==> src/rtl/pc_gen_pkg.sv <==
// pc_gen shared types: FSM states, next-PC select, default widths.
// Used by pc_gen (optional RAS via PC_GEN_RAS_EN), pc_ras and pc_gen_if.
package pc_pkg;

  localparam int PC_XLEN        = 32;
  localparam int PC_INSTR_BYTES = 4;
  localparam int PC_RAS_DEPTH   = 4;

  typedef enum logic [1:0] {
    BOOT,
    RUN,
    HALTED
  } pc_state_t;

  typedef enum logic [2:0] {
    TRAP,
    REDIR,
    HOLD,
    RAS,
    SEQ
  } pc_sel_t;

endpackage

==> src/rtl/pc_gen_if.sv <==
// Fetch-address bundle between pc_gen (master) and the core/fetch side (slave).
// call/ret/ras_underflow are only meaningful when PC_GEN_RAS_EN is defined.
interface pc_gen_if
  import pc_pkg::*;
#(
  parameter int XLEN = PC_XLEN
);

  logic            fetch_ready;
  logic            stall;
  logic            redirect_valid;
  logic [XLEN-1:0] redirect_target;
  logic            trap_valid;
  logic [XLEN-1:0] trap_vector;
  logic            halt;
  logic            call;
  logic            ret;
  logic [XLEN-1:0] pc_out;
  logic            pc_valid;
  logic            misalign_err;
  logic            ras_underflow;

  modport master (
    input  fetch_ready,
    input  stall,
    input  redirect_valid,
    input  redirect_target,
    input  trap_valid,
    input  trap_vector,
    input  halt,
    input  call,
    input  ret,
    output pc_out,
    output pc_valid,
    output misalign_err,
    output ras_underflow
  );

  modport slave (
    output fetch_ready,
    output stall,
    output redirect_valid,
    output redirect_target,
    output trap_valid,
    output trap_vector,
    output halt,
    output call,
    output ret,
    input  pc_out,
    input  pc_valid,
    input  misalign_err,
    input  ras_underflow
  );

endinterface

==> src/rtl/pc_gen_ras.sv <==
// pc_ras: circular return-address stack; a push when full drops the oldest.
// Instantiated by pc_gen only when PC_GEN_RAS_EN is defined.
module pc_ras
  import pc_pkg::*;
#(
  parameter int XLEN  = PC_XLEN,
  parameter int DEPTH = PC_RAS_DEPTH
) (
  input  logic            clk,
  input  logic            rst,
  input  logic            push,
  input  logic            pop,
  input  logic            flush,
  input  logic [XLEN-1:0] push_data,
  output logic [XLEN-1:0] pop_data,
  output logic            empty,
  output logic            full
);

  localparam int PW = (DEPTH > 1) ? $clog2(DEPTH) : 1;
  localparam int CW = $clog2(DEPTH + 1);

  logic [XLEN-1:0] mem [DEPTH];
  logic [PW-1:0]   top;
  logic [PW-1:0]   top_inc;
  logic [CW-1:0]   cnt;
  logic            pop_ok;

  assign top_inc  = top + 1'b1;
  assign empty    = (cnt == '0);
  assign full     = (cnt == CW'(DEPTH));
  assign pop_data = mem[top];
  assign pop_ok   = pop & ~empty;

  always_ff @(posedge clk or negedge rst) begin
    if (!rst) begin
      top <= '0;
      cnt <= '0;
      for (int i = 0; i < DEPTH; i++) begin
        mem[i] <= '0;
      end
    end else if (flush) begin
      cnt <= '0;
    end else begin
      unique case ({push, pop_ok})
        2'b10: begin
          mem[top_inc] <= push_data;
          top          <= top_inc;
          if (!full) cnt <= cnt + 1'b1;
        end
        2'b01: begin
          top <= top - 1'b1;
          cnt <= cnt - 1'b1;
        end
        // pop then push lands on the same slot
        2'b11: mem[top] <= push_data;
        default: ;
      endcase
    end
  end

endmodule

==> src/rtl/pc_gen.sv <==
// pc_gen: registered fetch-address generator with stall/redirect/trap/halt.
// Define PC_GEN_RAS_EN to add return prediction through pc_ras.
module pc_gen
  import pc_pkg::*;
#(
  parameter int              XLEN         = PC_XLEN,
  parameter logic [XLEN-1:0] RESET_VECTOR = '0,
  parameter int              INSTR_BYTES  = PC_INSTR_BYTES,
  parameter int              RAS_DEPTH    = PC_RAS_DEPTH
) (
  input logic       clk,
  input logic       rst,
  pc_gen_if.master  bus
);

  localparam logic [XLEN-1:0] STEP     = XLEN'(INSTR_BYTES);
  localparam logic [XLEN-1:0] LOW_MASK = XLEN'(INSTR_BYTES - 1);

  pc_state_t       state;
  pc_state_t       state_n;
  pc_sel_t         sel;
  logic [XLEN-1:0] pc;
  logic [XLEN-1:0] pc_n;
  logic            valid;
  logic            mis;
  logic            mis_n;
  logic            seq;
  logic            ret_en;
  logic            ras_empty;
  logic [XLEN-1:0] ras_data;

`ifdef PC_GEN_RAS_EN
  logic call_en;
  logic ras_full;
  logic und;

  assign call_en = bus.call;
  assign ret_en  = bus.ret;

  pc_ras #(
    .XLEN  (XLEN),
    .DEPTH (RAS_DEPTH)
  ) u_ras (
    .clk       (clk),
    .rst       (rst),
    .push      (seq & call_en),
    .pop       (seq & ret_en),
    .flush     (sel == TRAP),
    .push_data (pc + STEP),
    .pop_data  (ras_data),
    .empty     (ras_empty),
    .full      (ras_full)
  );

  always_ff @(posedge clk or negedge rst) begin
    if (!rst) und <= 1'b0;
    else      und <= seq & ret_en & ras_empty;
  end

  assign bus.ras_underflow = und;
`else
  assign ret_en            = 1'b0;
  assign ras_empty         = 1'b1;
  assign ras_data          = '0;
  assign bus.ras_underflow = 1'b0;
`endif

  always_comb begin
    sel     = HOLD;
    state_n = state;
    seq     = 1'b0;
    unique case (state)
      BOOT: begin
        if (!bus.halt) state_n = RUN;
      end
      RUN: begin
        if (bus.halt) begin
          state_n = HALTED;
        end else begin
          priority case (1'b1)
            bus.trap_valid:     sel = TRAP;
            bus.redirect_valid: sel = REDIR;
            bus.stall:          sel = HOLD;
            !bus.fetch_ready:   sel = HOLD;
            default: begin
              seq = 1'b1;
              sel = (ret_en && !ras_empty) ? RAS : SEQ;
            end
          endcase
        end
      end
      HALTED: begin
        // only a trap may move the PC while halted
        if (bus.trap_valid) begin
          sel     = TRAP;
          state_n = RUN;
        end else if (!bus.halt) begin
          state_n = RUN;
        end
      end
      default: state_n = BOOT;
    endcase
  end

  always_comb begin
    pc_n  = pc;
    mis_n = 1'b0;
    unique case (sel)
      TRAP: begin
        pc_n  = bus.trap_vector & ~LOW_MASK;
        mis_n = |(bus.trap_vector & LOW_MASK);
      end
      REDIR: begin
        pc_n  = bus.redirect_target & ~LOW_MASK;
        mis_n = |(bus.redirect_target & LOW_MASK);
      end
      RAS:     pc_n = ras_data;
      SEQ:     pc_n = pc + STEP;
      default: pc_n = pc;
    endcase
  end

  always_ff @(posedge clk or negedge rst) begin
    if (!rst) begin
      state <= BOOT;
      pc    <= RESET_VECTOR;
      valid <= 1'b0;
      mis   <= 1'b0;
    end else begin
      state <= state_n;
      pc    <= pc_n;
      valid <= (state_n == RUN);
      mis   <= mis_n;
    end
  end

  assign bus.pc_out       = pc;
  assign bus.pc_valid     = valid;
  assign bus.misalign_err = mis;

endmodule

==> src/flat_wrapper.sv <==
// flat-port wrapper written by rule: the top's interface ports become plain ports
module pc_gen_flat import pc_pkg::*;
#(
  parameter int              XLEN         = PC_XLEN,
  parameter logic [XLEN-1:0] RESET_VECTOR = '0,
  parameter int              INSTR_BYTES  = PC_INSTR_BYTES,
  parameter int              RAS_DEPTH    = PC_RAS_DEPTH
)
  (clk, rst, bus_fetch_ready, bus_stall, bus_redirect_valid, bus_redirect_target, bus_trap_valid, bus_trap_vector, bus_halt, bus_call, bus_ret, bus_pc_out, bus_pc_valid, bus_misalign_err, bus_ras_underflow);
  pc_gen_if #(.XLEN(XLEN)) bus_i ();
  input logic clk;
  input logic rst;
  input wire logic [$bits(bus_i.fetch_ready)-1:0] bus_fetch_ready;
  input wire logic [$bits(bus_i.stall)-1:0] bus_stall;
  input wire logic [$bits(bus_i.redirect_valid)-1:0] bus_redirect_valid;
  input wire logic [$bits(bus_i.redirect_target)-1:0] bus_redirect_target;
  input wire logic [$bits(bus_i.trap_valid)-1:0] bus_trap_valid;
  input wire logic [$bits(bus_i.trap_vector)-1:0] bus_trap_vector;
  input wire logic [$bits(bus_i.halt)-1:0] bus_halt;
  input wire logic [$bits(bus_i.call)-1:0] bus_call;
  input wire logic [$bits(bus_i.ret)-1:0] bus_ret;
  output wire logic [$bits(bus_i.pc_out)-1:0] bus_pc_out;
  output wire logic [$bits(bus_i.pc_valid)-1:0] bus_pc_valid;
  output wire logic [$bits(bus_i.misalign_err)-1:0] bus_misalign_err;
  output wire logic [$bits(bus_i.ras_underflow)-1:0] bus_ras_underflow;
  assign bus_i.fetch_ready = bus_fetch_ready;
  assign bus_i.stall = bus_stall;
  assign bus_i.redirect_valid = bus_redirect_valid;
  assign bus_i.redirect_target = bus_redirect_target;
  assign bus_i.trap_valid = bus_trap_valid;
  assign bus_i.trap_vector = bus_trap_vector;
  assign bus_i.halt = bus_halt;
  assign bus_i.call = bus_call;
  assign bus_i.ret = bus_ret;
  assign bus_pc_out = bus_i.pc_out;
  assign bus_pc_valid = bus_i.pc_valid;
  assign bus_misalign_err = bus_i.misalign_err;
  assign bus_ras_underflow = bus_i.ras_underflow;
  pc_gen #(.XLEN(XLEN), .RESET_VECTOR(RESET_VECTOR), .INSTR_BYTES(INSTR_BYTES), .RAS_DEPTH(RAS_DEPTH)) u_core (.clk(clk), .rst(rst), .bus(bus_i));
endmodule
==> config.mk <==
export PLATFORM = sky130hd
export DESIGN_NAME = pc_gen_flat
export DESIGN_NICKNAME = d
export VERILOG_FILES = /design/src/rtl/pc_gen_pkg.sv /design/src/rtl/pc_gen_if.sv /design/src/rtl/pc_gen_ras.sv /design/src/rtl/pc_gen.sv /design/src/flat_wrapper.sv
export SDC_FILE = /design/constraint.sdc
export NUM_CORES = 1
export LEC_CHECK = 0
export CORE_UTILIZATION = 44
export CTS_CLUSTER_SIZE = 12
export DETAILED_ROUTE_END_ITERATION = 16
export GPL_TIMING_DRIVEN = 1
export PLACE_DENSITY = 0.81
export SLEW_MARGIN = 20
export SYNTH_ARGS = -nofsm -noshare
export SYNTH_HDL_FRONTEND = slang
export SYNTH_SLANG_ARGS = --single-unit
==> constraint.sdc <==
create_clock -name clk -period 2.7 [get_ports clk]
set_clock_uncertainty 0.1 [all_clocks]
set_input_delay 0.81 -clock clk [delete_from_list [all_inputs] [get_ports clk]]
set_output_delay 0.81 -clock clk [all_outputs]
set_load 0.005 [all_outputs]
==> impl_metrics.json, run 1 <==
{
  "status": "finished, final reports clean",
  "worstPathRequired_ns": 2.76,
  "ys_types": 68,
  "clk_latency_ns": 0.29,
  "yosysMostFrequentCell": "dfrtp_1",
  "p_per_area_mw_per_mm2": 995.5,
  "yosys-top-cells-area": "dfrtp_1 31%, a21oi_1 5.0%, o21ai_0 4.3%",
  "synthCells": 315,
  "io_pins": 108,
  "hold_viol": 0,
  "synth_largest_area_cell": "dfrtp_1",
  "worst_pin_slew_ns": 0.6867,
  "gr-total-overflow": 0,
  "die_area_mm2": 0.006466,
  "switching_share": 0.4290,
  "reg2reg_from": "u_core.state[0]",
  "drtIter0Drc": 326,
  "drc": 0,
  "layoutNonFillerInstCount": 523,
  "gp_congestion": 0.8810,
  "critPathTopFamily": "buffers and inverters",
  "clkTransAtPathRegs_ns": 0.07,
  "critical_path_peak_fanout": 8,
  "drv_cap": 0,
  "synthFlopType": "dfrtp_1",
  "grtUsageTotal": 0.3085,
  "placed_cells": 516,
  "max_stage_delay_ns": 0.52,
  "grt_pass1_wl_um": 15130,
  "stdcell_area_mm2": 0.004099,
  "synth-seq-area-share": 0.3145,
  "async_flop_share": 1.000,
  "placed_area_mm2": 0.004023,
  "via_count": 3209,
  "rows": 28,
  "ctsResizeCount": 0,
  "synth_common_cells": "34 x dfrtp_1, 27 x a21oi_1, 23 x o21ai_0",
  "synth-edff-count": 0,
  "fin_hold_ws_ns": 0.4475,
  "cts_buffers": 5,
  "crit_path_top_delay_cell": "clkdlybuf4s50_1",
  "grt_max_degree": 35,
  "htreeDepth": 2,
  "finalMaxSlewViolations": 0,
  "antenna_found_initial": 0,
  "crit_chain": "clkdlybuf4s50_1 > nand2b_1 > nand4b_1 > nor2_1 > buf_4 > a222oi_1 > o21ai_1",
  "yosys_warnings": 0,
  "cts_root_buf": "clkbuf_8",
  "cts_sinks": 34,
  "drive_gt1_frac": 0.1429,
  "die_h_um": 80.41,
  "fin_nets": 526,
  "p_sw_mw": 1.751,
  "antenna_left": 0,
  "dpl.hpwl_um": 6930,
  "vias_per_cell": 6.136,
  "io_buffers": 102,
  "min_period_over_period": 0.9579,
  "rsz0062_at_grt": "false",
  "hold_start": "u_core.bus.pc_out[30]",
  "period_needed_ns": 2.586,
  "ir_worst_vdd_mv": 0.5859,
  "setup_viol": 0,
  "combPwrFrac": 0.623,
  "ys_ff_latch": 34,
  "clk_path_buf_depth": 2,
  "max_freq_mhz": 386.7,
  "worst-path-buf-inv": 2,
  "synth_top_area_share": 0.3145,
  "coreArea_mm2": 0.005921,
  "power_frac_seq": 0.289,
  "start_kind": "input port",
  "first_pass_iters": 5,
  "relSlewSlack": 0.5387,
  "crit_start": "bus_trap_valid",
  "power.share.clock": 0.088,
  "grt_pass1_vias": 3076,
  "diodes": 0,
  "area_growth_pct": 51.53,
  "final_util": 0.6923,
  "post-cts-setup-buffers": 0,
  "crit_type": "in2reg",
  "cts_tree": "yes",
  "cp-end-kind": "register",
  "finalWirelength_um": 9270,
  "holdBufCountCts": 0,
  "critical_path_arrival_ns": 2.65,
  "avgRoutedWirePerCell_um": 17.72,
  "die_x_um": 80.41,
  "p_int_mw": 2.330,
  "nFillCells": 516,
  "syn_avg_cell_area_um2": 8.588,
  "power.leakage_nw": 1.573,
  "synth_area_mm2": 0.002705,
  "hold_class": "reg2reg",
  "start_util": 0.4569
}
-- cell type report --
cell class                      instances  area [um2]  share of cell area
Inverter                                8       30.03            0.007326
Timing Repair Buffer                  144        1349              0.3291
Sequential cell                        34       850.8              0.2076
Clock buffer                            7       76.32             0.01862
Tap cell                               75       93.84             0.02289
Multi-Input combinational cell        255        1699              0.4145
-- power by group through the flow --
stage	Clock, mW	Combinational [mW]	Sequential, mW
finish	0.358	2.54	1.18
global route	0.386	2.76	1.22
CTS	0.363	2.53	1.16
detailed placement	0	2.50	1.17
global placement	0	2.44	1.16
floorplan	0	1.38	1.11
-- kinds of logic after synthesis --
group,after synthesis,share of synthesized area
AOI/OAI and AO/OA,134,0.3358
muxes,1,0.003700
adders and majority gates,5,0.02313
other,1,0.001386
and+or+nand+nor,107,0.2451
DFF,34,0.3145
buffers and inverters,28,0.06013
xor gates and xnor gates,5,0.01619
-- metrics by stage --
step	total power, mW	setup slack (ns)	TNS (ns)
after CTS	4.055	0.1413	0
after detailed placement	3.673	-0.1053	-1.255
final	4.081	0.1138	0
after global routing	4.368	0.006448	0
after global placement	3.598	-0.07889	-0.6318
after floorplan	2.489	0.4400	0
-- sequential cells by signal, indices dropped and copies added, names as in the netlist --
name and cells:
u_core.bus.pc_out 30, u_core.state 2, u_core.bus.misalign_err 1, u_core.bus.pc_valid 1
-- layer usage --
layer  wire length (um)  track usage  vias to the layer above  part of all wire
met5                  0            0                        -                 0
met4                173      0.09821                        0             0.019
met3                733      0.03864                       15             0.079
met2               4529       0.5280                      167              0.49
met1               3833       0.3999                     1522              0.41
li1                   -            -                     1505                 -
-- path summary, 6_finish.rpt --
kind	to	slack, ns	depth (start not counted)
min in group asynchronous	u_core.bus.pc_out[4]	0.84	2
max in group asynchronous	u_core.bus.pc_out[24]	1.34	2
hold / removal	u_core.bus.pc_out[30]	0.45	1
setup / recovery	u_core.bus.pc_out[3]	0.11	7
hold reg to reg	u_core.bus.pc_out[30]	0.45	1
setup reg to reg	u_core.bus.pc_out[3]	0.28	9
-- layout by cell type, fill, tap and decap left out, types with 4 or more instances in the layout --
cell type | netlist | final
a31oi_1 | 4 | 4
a221oi_1 | 4 | 4
and2_1 | 4 | 4
nand2b_1 | 4 | 4
a222oi_1 | 4 | 4
o21ai_1 | 12 | 12
nor2_1 | 10 | 10
nand4_1 | 4 | 4
xnor2_1 | 4 | 4
nor3_1 | 13 | 13
inv_1 | 8 | 8
o2bb2ai_1 | 7 | 7
dfrtp_1 | 34 | 34
ha_1 | 5 | 5
o21ai_0 | 23 | 23
o22ai_1 | 13 | 13
and4_1 | 4 | 4
nor4_1 | 8 | 8
clkbuf_8 | 2 | 5
nor2b_1 | 5 | 5
nand2_1 | 16 | 16
a21oi_1 | 27 | 27
clkdlybuf4s50_1 | 0 | 102
o31a_1 | 4 | 4
buf_4 | 6 | 41
nand3_1 | 13 | 13
(Power assumes the default switching activity.)
==> run 2: changes to the inputs <==
- clock period: 2.7 -> 2.4 ns (I/O delays scaled with it)
==> run 2 against run 1 <==
Flip-flop and latch count is the same. Register-to-register slack got worse by 0.18 ns. Clock-buffer cell count is the same. Sequential share of layout area is 0.48 points lower.
==> impl_metrics.json, run 2 (synthesis results as in run 1) <==
{
  "worst_pin_slew_ns": 0.7015,
  "min_period_over_period": 0.9710,
  "cts_sinks": 34,
  "drive_gt1_frac": 0.1729,
  "ir_worst_vdd_mv": 0.6714,
  "antenna_found_initial": 0,
  "cts_tree": "yes",
  "start_util": 0.4569,
  "io_buffers": 102,
  "antenna_left": 0,
  "period_needed_ns": 2.330,
  "rsz0062_at_grt": "true",
  "coreArea_mm2": 0.005921,
  "rows": 28,
  "cp-end-kind": "register",
  "grt_pass1_wl_um": 15300,
  "die_h_um": 80.41,
  "status": "finished, final reports clean",
  "worstPathRequired_ns": 2.47,
  "grt_max_degree": 35,
  "crit_type": "in2reg",
  "relSlewSlack": 0.5280,
  "finalWirelength_um": 9339,
  "p_per_area_mw_per_mm2": 1110,
  "hold_class": "reg2reg",
  "gr-total-overflow": 0,
  "clkTransAtPathRegs_ns": 0.06,
  "critical_path_peak_fanout": 10,
  "drc": 0,
  "vias_per_cell": 6.175,
  "layout_common_cells": "99 x clkdlybuf4s50_1, 50 x buf_4, 34 x dfrtp_1",
  "finalMaxSlewViolations": 0,
  "io_pins": 108,
  "stdcell_area_mm2": 0.004197,
  "holdBufCountCts": 0,
  "clk_path_buf_depth": 2,
  "max_freq_mhz": 429.1,
  "reg2reg_to": "u_core.bus.pc_out[17]",
  "power.leakage_nw": 1.659,
  "placed_area_mm2": 0.004083,
  "final_util": 0.7088,
  "drv_cap": 0,
  "avgRoutedWirePerCell_um": 17.55,
  "diodes": 0,
  "grt_pass1_vias": 3237,
  "fin_hold_ws_ns": 0.4624,
  "clk_latency_ns": 0.29,
  "via_count": 3285,
  "cts_buffers": 5,
  "layoutNonFillerInstCount": 532,
  "htreeDepth": 2,
  "setup_viol": 0,
  "reg2reg_from": "u_core.state[1]",
  "gp_congestion": 0.8824,
  "hold_start": "u_core.bus.pc_out[8]",
  "start_kind": "input port",
  "drtIter0Drc": 247,
  "die_area_mm2": 0.006466,
  "dpl.hpwl_um": 7113,
  "grtUsageTotal": 0.3071,
  "hold-path-endpoint": "u_core.bus.pc_out[8]",
  "hold_viol": 0,
  "first_pass_iters": 5,
  "die_x_um": 80.41,
  "critical_path_arrival_ns": 2.40,
  "placed_cells": 524,
  "largest_reg_flops": 30,
  "final_common_cell": "clkdlybuf4s50_1",
  "area_growth_pct": 55.13,
  "tns_ns": 0,
  "r2r_cells": 9,
  "fin_nets": 535,
  "cts_root_buf": "clkbuf_8",
  "whs_path_depth": 1,
  "rrSetupSlack_ns": 0.10
}
## run 2: repair_timing
action | 4_1_cts | 5_1_grt
pin swaps | 0 | 3
cloned | 0 | 0
endpoints found under the hold margin | 0 | 0
resized for setup | 4 | 6
endpoints found under the setup margin | 7 | 29
setup buffers | 0 | 1
## run 2: layer usage
| metal | part of all wire | global-route usage | vias to the layer above |
|---|---|---|---|
| met5 | 0 | 0 | - |
| met4 | 0.018 | 0.1286 | 0 |
| met3 | 0.059 | 0.04432 | 17 |
| met2 | 0.49 | 0.5195 | 158 |
| met1 | 0.43 | 0.3876 | 1582 |
| li1 | - | - | 1528 |
## run 2: per-stage QoR
stage | power [mW] | worst slack (ns)
final | 4.657 | 0.06968
after CTS | 4.605 | 0.01254
after global routing | 4.988 | -0.02360
after floorplan | 2.800 | 0.1493
after detailed placement | 4.182 | -0.3160
after global placement | 4.087 | -0.2907
## run 2: worst max-delay path, stage by stage
cell	delay (ns)
clkdlybuf4s50_1	0.41
nand2b_1	0.20
nor4b_4	0.31
o21ai_1	0.09
buf_4	0.18
a32o_1	0.27
a211o_1	0.22
## run 2: area by class of cell
type,instances,area [um2]
clock buffers,7,76.32
well taps,75,93.84
inverters,8,30.03
flip-flops and latches,34,850.8
repair buffers,153,1420
fillers,504,1724
multi-input cells,255,1725
## run 2: where the power goes
group | switching [mW] | internal, mW | total (mW)
registers | 0.443 | 0.879 | 1.32
clock network | 0.205 | 0.200 | 0.404
logic | 1.34 | 1.59 | 2.93
## run 2: worst max-delay path by stage
stage / from / end / slack (ns) / cells past startpoint
3_3_place_gp: bus_halt / u_core.bus.pc_out[8] / -0.29 / 6
3_5_place_dp: bus_halt / u_core.bus.pc_out[14] / -0.32 / 6
2_1_floorplan: u_core.state[0] / u_core.bus.pc_out[14] / 0.15 / 9
6_report: bus_stall / u_core.bus.pc_out[8] / 0.07 / 7
5_1_grt: u_core.state[0] / u_core.bus.pc_out[3] / -0.02 / 9
4_1_cts: bus_halt / u_core.bus.pc_out[17] / 0.01 / 8
